--- config.mk ---
export PLATFORM = sky130hd
export DESIGN_NAME = bist_session_scheduler_flat
export DESIGN_NICKNAME = d
export VERILOG_FILES = /design/src/rtl/bist_session_scheduler_if.sv /design/src/rtl/bist_session_scheduler.sv /design/src/flat_wrapper.sv
export SDC_FILE = /design/constraint.sdc
export NUM_CORES = 1
export LEC_CHECK = 0
export ABC_CLOCK_PERIOD_IN_PS = 2500
export CAP_MARGIN = 20
export CORE_MARGIN = 2
export CORE_UTILIZATION = 36
export DETAILED_ROUTE_END_ITERATION = 10
export PLACE_DENSITY_LB_ADDON = 0.05
export SLEW_MARGIN = 20
export SYNTH_ARGS = -nofsm -noshare
export SYNTH_HDL_FRONTEND = slang
export SYNTH_SLANG_ARGS = --single-unit
--- constraint.sdc ---
create_clock -name clk -period 2.5 [get_ports clk]
set_clock_uncertainty 0.15 [all_clocks]
set_input_delay 0.5 -clock clk [delete_from_list [all_inputs] [get_ports clk]]
set_output_delay 0.5 -clock clk [all_outputs]
set_load 0.1 [all_outputs]
--- src/rtl/bist_session_scheduler_if.sv ---
// CPU/BIST-side bundle of the session scheduler: command, results and per-core BIST hookup.
interface bist_session_scheduler_if #(
  parameter int unsigned NumCores = 4,
  parameter int unsigned SigWidth = 16,
  parameter int unsigned IdxWidth = 2
);
  logic                         start;
  logic                         abort;
  logic [NumCores-1:0]          core_mask;
  logic [NumCores*SigWidth-1:0] golden;
  logic [NumCores-1:0]          bist_done;
  logic [NumCores*SigWidth-1:0] signature;
  logic [NumCores-1:0]          bist_rst;
  logic                         busy;
  logic                         all_done;
  logic [IdxWidth-1:0]          cur_core;
  logic [NumCores-1:0]          pass_vec;
  logic [NumCores-1:0]          fail_vec;
  logic [NumCores-1:0]          timeout_vec;

  modport master (
    output start, abort, core_mask, golden, bist_done, signature,
    input  bist_rst, busy, all_done, cur_core, pass_vec, fail_vec, timeout_vec
  );

  modport slave (
    input  start, abort, core_mask, golden, bist_done, signature,
    output bist_rst, busy, all_done, cur_core, pass_vec, fail_vec, timeout_vec
  );
endinterface

--- src/rtl/bist_session_scheduler.sv ---
// Runs the masked per-core BIST controllers one at a time (ascending index), with timeout,
// and records pass / fail / timeout per core against CPU-supplied golden signatures.
module bist_session_scheduler #(
  parameter int unsigned NumCores      = 4,
  parameter int unsigned SigWidth      = 16,
  parameter int unsigned TimeoutCycles = 4096,
  parameter int unsigned IdxWidth      = 2,
  parameter int unsigned TmrWidth      = 16
) (
  input  logic                      clk,
  input  logic                      rstIn,
  bist_session_scheduler_if.slave   bus
);

  typedef enum logic [2:0] {
    IDLE   = 3'd0,
    SELECT = 3'd1,
    LAUNCH = 3'd2,
    WAIT   = 3'd3,
    CHECK  = 3'd4,
    FINISH = 3'd5
  } state_t;

  state_t              state, stateNxt;
  logic [NumCores-1:0] pending, pendingNxt;
  logic [TmrWidth-1:0] timer, timerNxt;
  logic [IdxWidth-1:0] curCore, curCoreNxt;
  logic                busy, busyNxt;
  logic                allDone, allDoneNxt;
  logic [NumCores-1:0] passVec, passNxt;
  logic [NumCores-1:0] failVec, failNxt;
  logic [NumCores-1:0] toVec, toNxt;
  logic [NumCores-1:0] bistRst, bistRstNxt;
  logic [IdxWidth-1:0] lowIdx;
  logic                sigMatch;

  // Lowest set bit wins, giving ascending test order.
  function automatic logic [IdxWidth-1:0] lowestIdx(input logic [NumCores-1:0] m);
    lowestIdx = '0;
    for (int i = NumCores - 1; i >= 0; i--) begin
      if (m[i]) lowestIdx = IdxWidth'(i);
    end
  endfunction

  assign lowIdx   = lowestIdx(pending);
  assign sigMatch = (bus.signature[int'(curCore)*SigWidth +: SigWidth] ==
                     bus.golden[int'(curCore)*SigWidth +: SigWidth]);

  always_ff @(posedge clk) begin
    if (!rstIn) begin
      state   <= IDLE;
      pending <= '0;
      timer   <= '0;
      curCore <= '0;
      busy    <= 1'b0;
      allDone <= 1'b0;
      passVec <= '0;
      failVec <= '0;
      toVec   <= '0;
      bistRst <= '1;
    end else begin
      state   <= stateNxt;
      pending <= pendingNxt;
      timer   <= timerNxt;
      curCore <= curCoreNxt;
      busy    <= busyNxt;
      allDone <= allDoneNxt;
      passVec <= passNxt;
      failVec <= failNxt;
      toVec   <= toNxt;
      bistRst <= bistRstNxt;
    end
  end

  always_comb begin
    stateNxt   = state;
    pendingNxt = pending;
    timerNxt   = timer;
    curCoreNxt = curCore;
    busyNxt    = busy;
    allDoneNxt = allDone;
    passNxt    = passVec;
    failNxt    = failVec;
    toNxt      = toVec;
    bistRstNxt = '1;

    if (bus.abort && state != IDLE) begin
      // Abort beats every other transition; completed results survive.
      stateNxt   = IDLE;
      pendingNxt = '0;
      busyNxt    = 1'b0;
      allDoneNxt = 1'b0;
    end else begin
      unique case (state)
        IDLE: begin
          if (bus.start) begin
            pendingNxt = bus.core_mask;
            passNxt    = '0;
            failNxt    = '0;
            toNxt      = '0;
            allDoneNxt = 1'b0;
            busyNxt    = 1'b1;
            stateNxt   = SELECT;
          end
        end
        SELECT: begin
          if (pending == '0) begin
            stateNxt = FINISH;
          end else begin
            curCoreNxt         = lowIdx;
            pendingNxt[lowIdx] = 1'b0;
            stateNxt           = LAUNCH;
          end
        end
        LAUNCH: begin
          timerNxt = '0;
          stateNxt = WAIT;
        end
        WAIT: begin
          if (bus.bist_done[curCore]) begin
            stateNxt = CHECK;
          end else if (timer == TmrWidth'(TimeoutCycles - 1)) begin
            toNxt[curCore]   = 1'b1;
            failNxt[curCore] = 1'b1;
            stateNxt         = SELECT;
          end else begin
            timerNxt = timer + TmrWidth'(1);
          end
        end
        CHECK: begin
          if (sigMatch) passNxt[curCore] = 1'b1;
          else          failNxt[curCore] = 1'b1;
          stateNxt = SELECT;
        end
        FINISH: begin
          busyNxt    = 1'b0;
          allDoneNxt = 1'b1;
          stateNxt   = IDLE;
        end
        default: stateNxt = IDLE;
      endcase
    end

    // Only the core under test is released, and only while waiting or being checked.
    if (stateNxt == WAIT || stateNxt == CHECK) bistRstNxt[curCoreNxt] = 1'b0;
  end

  assign bus.bist_rst    = bistRst;
  assign bus.busy        = busy;
  assign bus.all_done    = allDone;
  assign bus.cur_core    = curCore;
  assign bus.pass_vec    = passVec;
  assign bus.fail_vec    = failVec;
  assign bus.timeout_vec = toVec;

endmodule
--- src/flat_wrapper.sv ---
// flat-port wrapper written by rule: the top's interface ports become plain ports
module bist_session_scheduler_flat 
#(
  parameter int unsigned NumCores      = 4,
  parameter int unsigned SigWidth      = 16,
  parameter int unsigned TimeoutCycles = 4096,
  parameter int unsigned IdxWidth      = 2,
  parameter int unsigned TmrWidth      = 16
)
  (clk, rstIn, bus_start, bus_abort, bus_core_mask, bus_golden, bus_bist_done, bus_signature, bus_bist_rst, bus_busy, bus_all_done, bus_cur_core, bus_pass_vec, bus_fail_vec, bus_timeout_vec);
  bist_session_scheduler_if #(.NumCores(NumCores), .SigWidth(SigWidth), .IdxWidth(IdxWidth)) bus_i ();
  input  logic clk;
  input  logic rstIn;
  input wire logic [$bits(bus_i.start)-1:0] bus_start;
  input wire logic [$bits(bus_i.abort)-1:0] bus_abort;
  input wire logic [$bits(bus_i.core_mask)-1:0] bus_core_mask;
  input wire logic [$bits(bus_i.golden)-1:0] bus_golden;
  input wire logic [$bits(bus_i.bist_done)-1:0] bus_bist_done;
  input wire logic [$bits(bus_i.signature)-1:0] bus_signature;
  output wire logic [$bits(bus_i.bist_rst)-1:0] bus_bist_rst;
  output wire logic [$bits(bus_i.busy)-1:0] bus_busy;
  output wire logic [$bits(bus_i.all_done)-1:0] bus_all_done;
  output wire logic [$bits(bus_i.cur_core)-1:0] bus_cur_core;
  output wire logic [$bits(bus_i.pass_vec)-1:0] bus_pass_vec;
  output wire logic [$bits(bus_i.fail_vec)-1:0] bus_fail_vec;
  output wire logic [$bits(bus_i.timeout_vec)-1:0] bus_timeout_vec;
  assign bus_i.start = bus_start;
  assign bus_i.abort = bus_abort;
  assign bus_i.core_mask = bus_core_mask;
  assign bus_i.golden = bus_golden;
  assign bus_i.bist_done = bus_bist_done;
  assign bus_i.signature = bus_signature;
  assign bus_bist_rst = bus_i.bist_rst;
  assign bus_busy = bus_i.busy;
  assign bus_all_done = bus_i.all_done;
  assign bus_cur_core = bus_i.cur_core;
  assign bus_pass_vec = bus_i.pass_vec;
  assign bus_fail_vec = bus_i.fail_vec;
  assign bus_timeout_vec = bus_i.timeout_vec;
  bist_session_scheduler #(.NumCores(NumCores), .SigWidth(SigWidth), .TimeoutCycles(TimeoutCycles), .IdxWidth(IdxWidth), .TmrWidth(TmrWidth)) u_core (.clk(clk), .rstIn(rstIn), .bus(bus_i));
endmodule
==> results of run 1 <==
-- critical path, cell delays in order --
cell and delay, ps:
clkdlybuf4s50_1 420, mux4_2 490, xor2_1 180, nor4_4 370, nand4_4 200, a41o_1 270
-- registers in the layout, indices dropped and copies added, names as in the netlist --
name                    flops
u_core.bus.all_done         1
u_core.bus.bist_rst         4
u_core.bus.busy             1
u_core.bus.cur_core         2
u_core.bus.fail_vec         4
u_core.bus.pass_vec         4
u_core.bus.timeout_vec      4
u_core.pending              4
u_core.state                3
u_core.timer               16
-- kinds of logic after synthesis --
family,Yosys count
DFF,43
and+or+nand+nor,115
buffers and inverters,24
AOI/OAI and AO/OA,70
adders and majority gates,1
muxes,30
xor gates and xnor gates,34
-- worst paths after layout --
| kind | to | depth (start not counted) |
|---|---|---|
| hold reg to reg | u_core.bus.all_done$_SDFFE_PP0P_ | 2 |
| hold / removal | u_core.bus.all_done$_SDFFE_PP0P_ | 2 |
| setup reg to reg | u_core.bus.fail_vec[3]$_SDFFE_PN0P_ | 7 |
| setup / recovery | u_core.bus.fail_vec[3]$_SDFFE_PN0P_ | 6 |
-- metrics by stage --
| stage | hold slack [ps] | setup TNS (ps) |
|---|---|---|
| final | 312 | 0 |
| after global routing | 339 | 0 |
| after CTS | 314 | 0 |
| after detailed placement | 295 | -3080 |
| after global placement | 290 | -2650 |
| after floorplan | 296 | -80.2 |
-- Yosys cell counts (2+ instances only) --
cell type / count
nand3b_1: 4
nor4_4: 2
buf_6: 2
a21o_1: 2
mux4_2: 24
nor2_1: 36
nor4_1: 2
xnor2_1: 21
dfxtp_1: 43
a31o_1: 3
nand2_1: 25
or3_1: 4
a31oi_1: 2
nand3_1: 10
o22ai_1: 2
buf_4: 2
or4_1: 2
xor2_1: 13
and2_1: 3
a211oi_1: 5
inv_1: 5
and3_1: 2
mux4_1: 6
a21oi_1: 27
nor2b_1: 2
clkbuf_1: 8
o21ai_0: 13
o21a_1: 3
nand4_1: 9
buf_2: 4
o31ai_1: 4
or2_2: 2
nand2b_1: 2
nor3_1: 3
-- final cells by class --
cell class / instances / area (um2) / area share
multi-input combinational: 250 / 2060 / 0.412
sequential: 43 / 866 / 0.173
inverter: 5 / 18.8 / 0.00374
timing repair buffer: 188 / 1840 / 0.367
tap: 105 / 131 / 0.0262
clock inverter: 3 / 23.8 / 0.00474
clock buffer: 5 / 68.8 / 0.0137
-- power by group --
group | internal (mW) | switching [mW]
clock | 0.200 | 0.266
combinational | 0.420 | 0.339
sequential | 0.707 | 0.0399
-- per-layer routing --
| layer | up-vias | GRT usage | wire length, um |
|---|---|---|---|
| li1 | 1545 | - | - |
| met1 | 1467 | 0.254 | 4200 |
| met2 | 110 | 0.386 | 4760 |
| met3 | 21 | 0.0636 | 1040 |
| met4 | 0 | 0.0833 | 287 |
| met5 | - | 0 | 0 |
==> impl_metrics.toml, run 1 <==
[outcome]
status = "completed"

[placement]
dp.cells = 587
placed_cell_area_um2 = 4860
portBuffers = 159
post-place-ws_ps = -206
hpwlAfterDp_um = 8370
gp_congestion = 0.849

[timing]
hold_viol = 0
min_period_ps = 2360
fmax_mhz = 424
rsz0062_at_grt = "no"
tightest_slew_ps = 540
finalWorstSetupSlack_ps = 140
slew_violations = 0
finalCritPeriodShare = 0.944
relSlewSlack = 0.639
finalSetupViolations = 0

[route]
first_pass_iters = 4
via_per_inst = 5.25
routed_wl_um = 10300
vias = 3143
first_iter_violations = 63
final_antenna_net_count = 0
drcViolationCount = 0
wl_per_cell_um = 17.2

[cts]
numCtsBuffers = 5
post-cts-setup-buffers = 4
clock-sinks = 43
clk_pin_slew_ps = 90
clockBufferDepth = 2
h-tree-depth = 2
cts_tree = "yes"
cts_root_buf = "clkbuf_8"
ctsResizeCount = 0
cts_hold_buf = 0
clk_latency_ps = 310

[die]
ios = 160
design.die.area_um2 = 9310
initial_core_util = 0.373
fp.coreArea_um2 = 8260
die_h_um = 96.5
dieWidth_um = 96.5
rows = 33

[power_and_ir_drop]
p_per_area_nw_per_um2 = 394
p_total_mw = 1.97
leakagePower_nw = 1.80
ir_drop_mv = 0.346

[final_layout]
final_cells = 599
fillCellCount = 753
drive_gt1_frac = 0.192
antenna_cells = 0
final_common_cell = "clkdlybuf4s50_1"
finalInstanceArea_um2 = 5010
syn_to_final_growth_pct = 62.8
layout.nets = 634
mostFrequentLayoutCells = "clkdlybuf4s50_1 (139), buf_4 (42), dfxtp_1 (41)"
utilization = 0.607

[yosys]
synth-xor-area-share = 0.0967
ys_warn_count = 0
async_reset_ff_frac = 0
synth-edff-count = 0
synth_top_area_cell = "dfxtp_1"
synth_area_leaders = "dfxtp_1 (28%), mux4_2 (18%), xnor2_1 (6.0%), mux4_1 (5.1%), a21oi_1 (4.4%)"
synth_top_family_by_area = "multiplexers"
yosys.area_share.adder = 0.00406
synth-compound-area-share = 0.145
ys_seq_area_frac = 0.279
yosys.area.top_type_share = 0.279
syn_inst = 317
syn-num-nets = 458
synthFlopType = "dfxtp_1"
synth_cell_types = 54
yosys.area_share.simple = 0.201
ys_seq_elements = 43
avgSynthCellArea_um2 = 9.72
synth_area_um2 = 3080
synthMuxAreaShare = 0.227

[critical_path]
cp-end-kind = "flop"
cp-start-kind = "input pin"
critPathKind = "in -> reg"
cp.required_ps = 2560
r2r_slack_ps = 140
worstReg2RegStart = "u_core.bus.cur_core[0]$_SDFF_PN0_"
startpoint = "bus_signature[36]"
crit_fanout = 8
cp_data_arrival_time_ps = 2420

[global_routing]
grt_max_degree = 18
grtUsageTotal = 0.220
grt_pass1_vias = 3050
grt_pass1_wl_um = 15500
gr-total-overflow = 0
antenna_found_initial = 0

[flow_run]
cap_violations = 0

[min_path]
hp-class = "reg -> reg"
worstHoldStart = "u_core.bus.all_done$_SDFFE_PP0P_"
Power figures use the tool's default switching activity.
==> run 2: changes to the inputs <==
==> constraint.sdc (replaced) <==
create_clock -name clk -period 2.5 [get_ports clk]
set_clock_uncertainty 0.15 [all_clocks]
set_input_delay 0.25 -clock clk [delete_from_list [all_inputs] [get_ports clk]]
set_output_delay 0.25 -clock clk [all_outputs]
set_load 0.1 [all_outputs]
==> impl_metrics.toml, run 2 (synthesized netlist as in run 1, its figures left out) <==
[outcome]
status = "completed"

[route]
first_iter_violations = 92
first_pass_iters = 4
final_antenna_net_count = 0
vias = 3129
drcViolationCount = 0
via_per_inst = 5.26
routed_wl_um = 10500
wl_per_cell_um = 17.6

[critical_path]
crit_slowest_cell = "mux4_2"
path_delay_family = "compound AO/OA/AOI/OAI gates"
critPathBufInv = 2
cp_data_arrival_time_ps = 2340
cp-end-kind = "flop"
critPathKind = "reg -> reg"
crit_fanout = 8
critPathMaxStageDelay_ps = 530
cp-start-kind = "flop"
cp_cell_sequence = "buf_12, mux4_2, o21bai_2, buf_4, a31oi_1, a2bb2o_1, nand3_1"
cp.required_ps = 2510

[final_layout]
mostFrequentLayoutCells = "clkdlybuf4s50_1 (139), buf_4 (41), dfxtp_1 (41)"
largest_register_ffs = 16
final_common_cell = "clkdlybuf4s50_1"
layout.nets = 630
finalInstanceArea_um2 = 4950
top_register = "u_core.timer"
multi_input_area_um2 = 2060
drive_gt1_frac = 0.186
regArea_um2 = 866
fillCellCount = 756
syn_to_final_growth_pct = 60.6
antenna_cells = 0

[global_routing]
gr-total-overflow = 0
grt_pass1_vias = 3198
grt_pass1_wl_um = 16300
grtUsageTotal = 0.231
antenna_found_initial = 0
grt_max_degree = 31

[cts]
ctsResizeCount = 0
clock-sinks = 43
clk_pin_slew_ps = 90
cts_tree = "yes"
h-tree-depth = 2
cts_root_buf = "clkbuf_8"
clk_latency_ps = 300
clockBufferDepth = 2
numCtsBuffers = 5

[flow_run]
cap_violations = 0

[timing]
tightest_slew_ps = 551
fmax_mhz = 429
slew_violations = 0
setup_tns_ps = 0
hold_viol = 0
rsz0062_at_grt = "no"
finalSetupViolations = 0
finalCritPeriodShare = 0.932
min_period_ps = 2330
relSlewSlack = 0.632

[die]
ios = 160
die_h_um = 96.5
dieWidth_um = 96.5
initial_core_util = 0.373
rows = 33
fp.coreArea_um2 = 8260
design.die.area_um2 = 9310

[placement]
placed_cell_area_um2 = 4800
hpwlAfterDp_um = 8550
gp_congestion = 0.892
portBuffers = 159

[power_and_ir_drop]
p_per_area_nw_per_um2 = 395
leakagePower_nw = 1.77
ir_drop_mv = 0.323

[min_path]
hp-class = "reg -> reg"
run 2: timing repair:
item,4_1_cts,5_1_grt
hold buffers,0,0
buffers inserted,4,0
setup endpoints to repair,14,0
run 2: where the power goes:
| part | internal, mW | switching, mW | total (mW) |
|---|---|---|---|
| clock network | 0.200 | 0.254 | 0.454 |
| registers | 0.707 | 0.0270 | 0.734 |
| logic | 0.415 | 0.353 | 0.768 |
run 2: area by class of cell:
cell class,instances,area share
clock buffers,5,0.0139
clock inverters,3,0.00481
inverters,5,0.00379
multi-input cells,250,0.417
flip-flops and latches,43,0.175
well taps,105,0.0266
repair buffers,184,0.359
run 2: through the flow:
stage	hold slack, ps	total power, mW	utilization	setup slack, ps	cells
floorplan	236	1.17	-	-37.9	317
global placement	293	1.51	0.582	-57.4	583
detailed placement	291	1.51	0.582	-83.2	583
CTS	313	1.98	0.599	148	595
global route	337	2.06	0.599	9.15	595
finish	311	1.96	0.599	169	595
run 2: tightest hold or removal path: stages (launching register included):
cell	delay (ps)
dfxtp_1	340
nand2_1	50
o31ai_1	50
run 2: metal layers:
layer,wire length (um),track usage
met4,306,0.0869
met1,4130,0.258
met5,0,0
met2,4920,0.408
met3,1110,0.0745
run 2: worst paths after layout:
| path | to | from | slack (ps) | cells after the start |
|---|---|---|---|---|
| hold reg to reg | u_core.bus.pass_vec[0]$_SDFFE_PN0P_ | u_core.bus.pass_vec[0]$_SDFFE_PN0P_ | 310 | 2 |
| hold / removal | u_core.bus.pass_vec[0]$_SDFFE_PN0P_ | u_core.bus.pass_vec[0]$_SDFFE_PN0P_ | 310 | 2 |
| setup reg to reg | u_core.bus.bist_rst[2]$_SDFF_PN1_ | u_core.bus.cur_core[0]$_SDFF_PN0_ | 170 | 7 |
| setup / recovery | u_core.bus.bist_rst[2]$_SDFF_PN1_ | u_core.bus.cur_core[0]$_SDFF_PN0_ | 170 | 7 |
==> run 3: changes to the inputs <==
HOLD_SLACK_MARGIN = 0.1   (was not set)
==> results of run 3 <==
No change in the layout: final DEF, timing and power equal those of run 2.
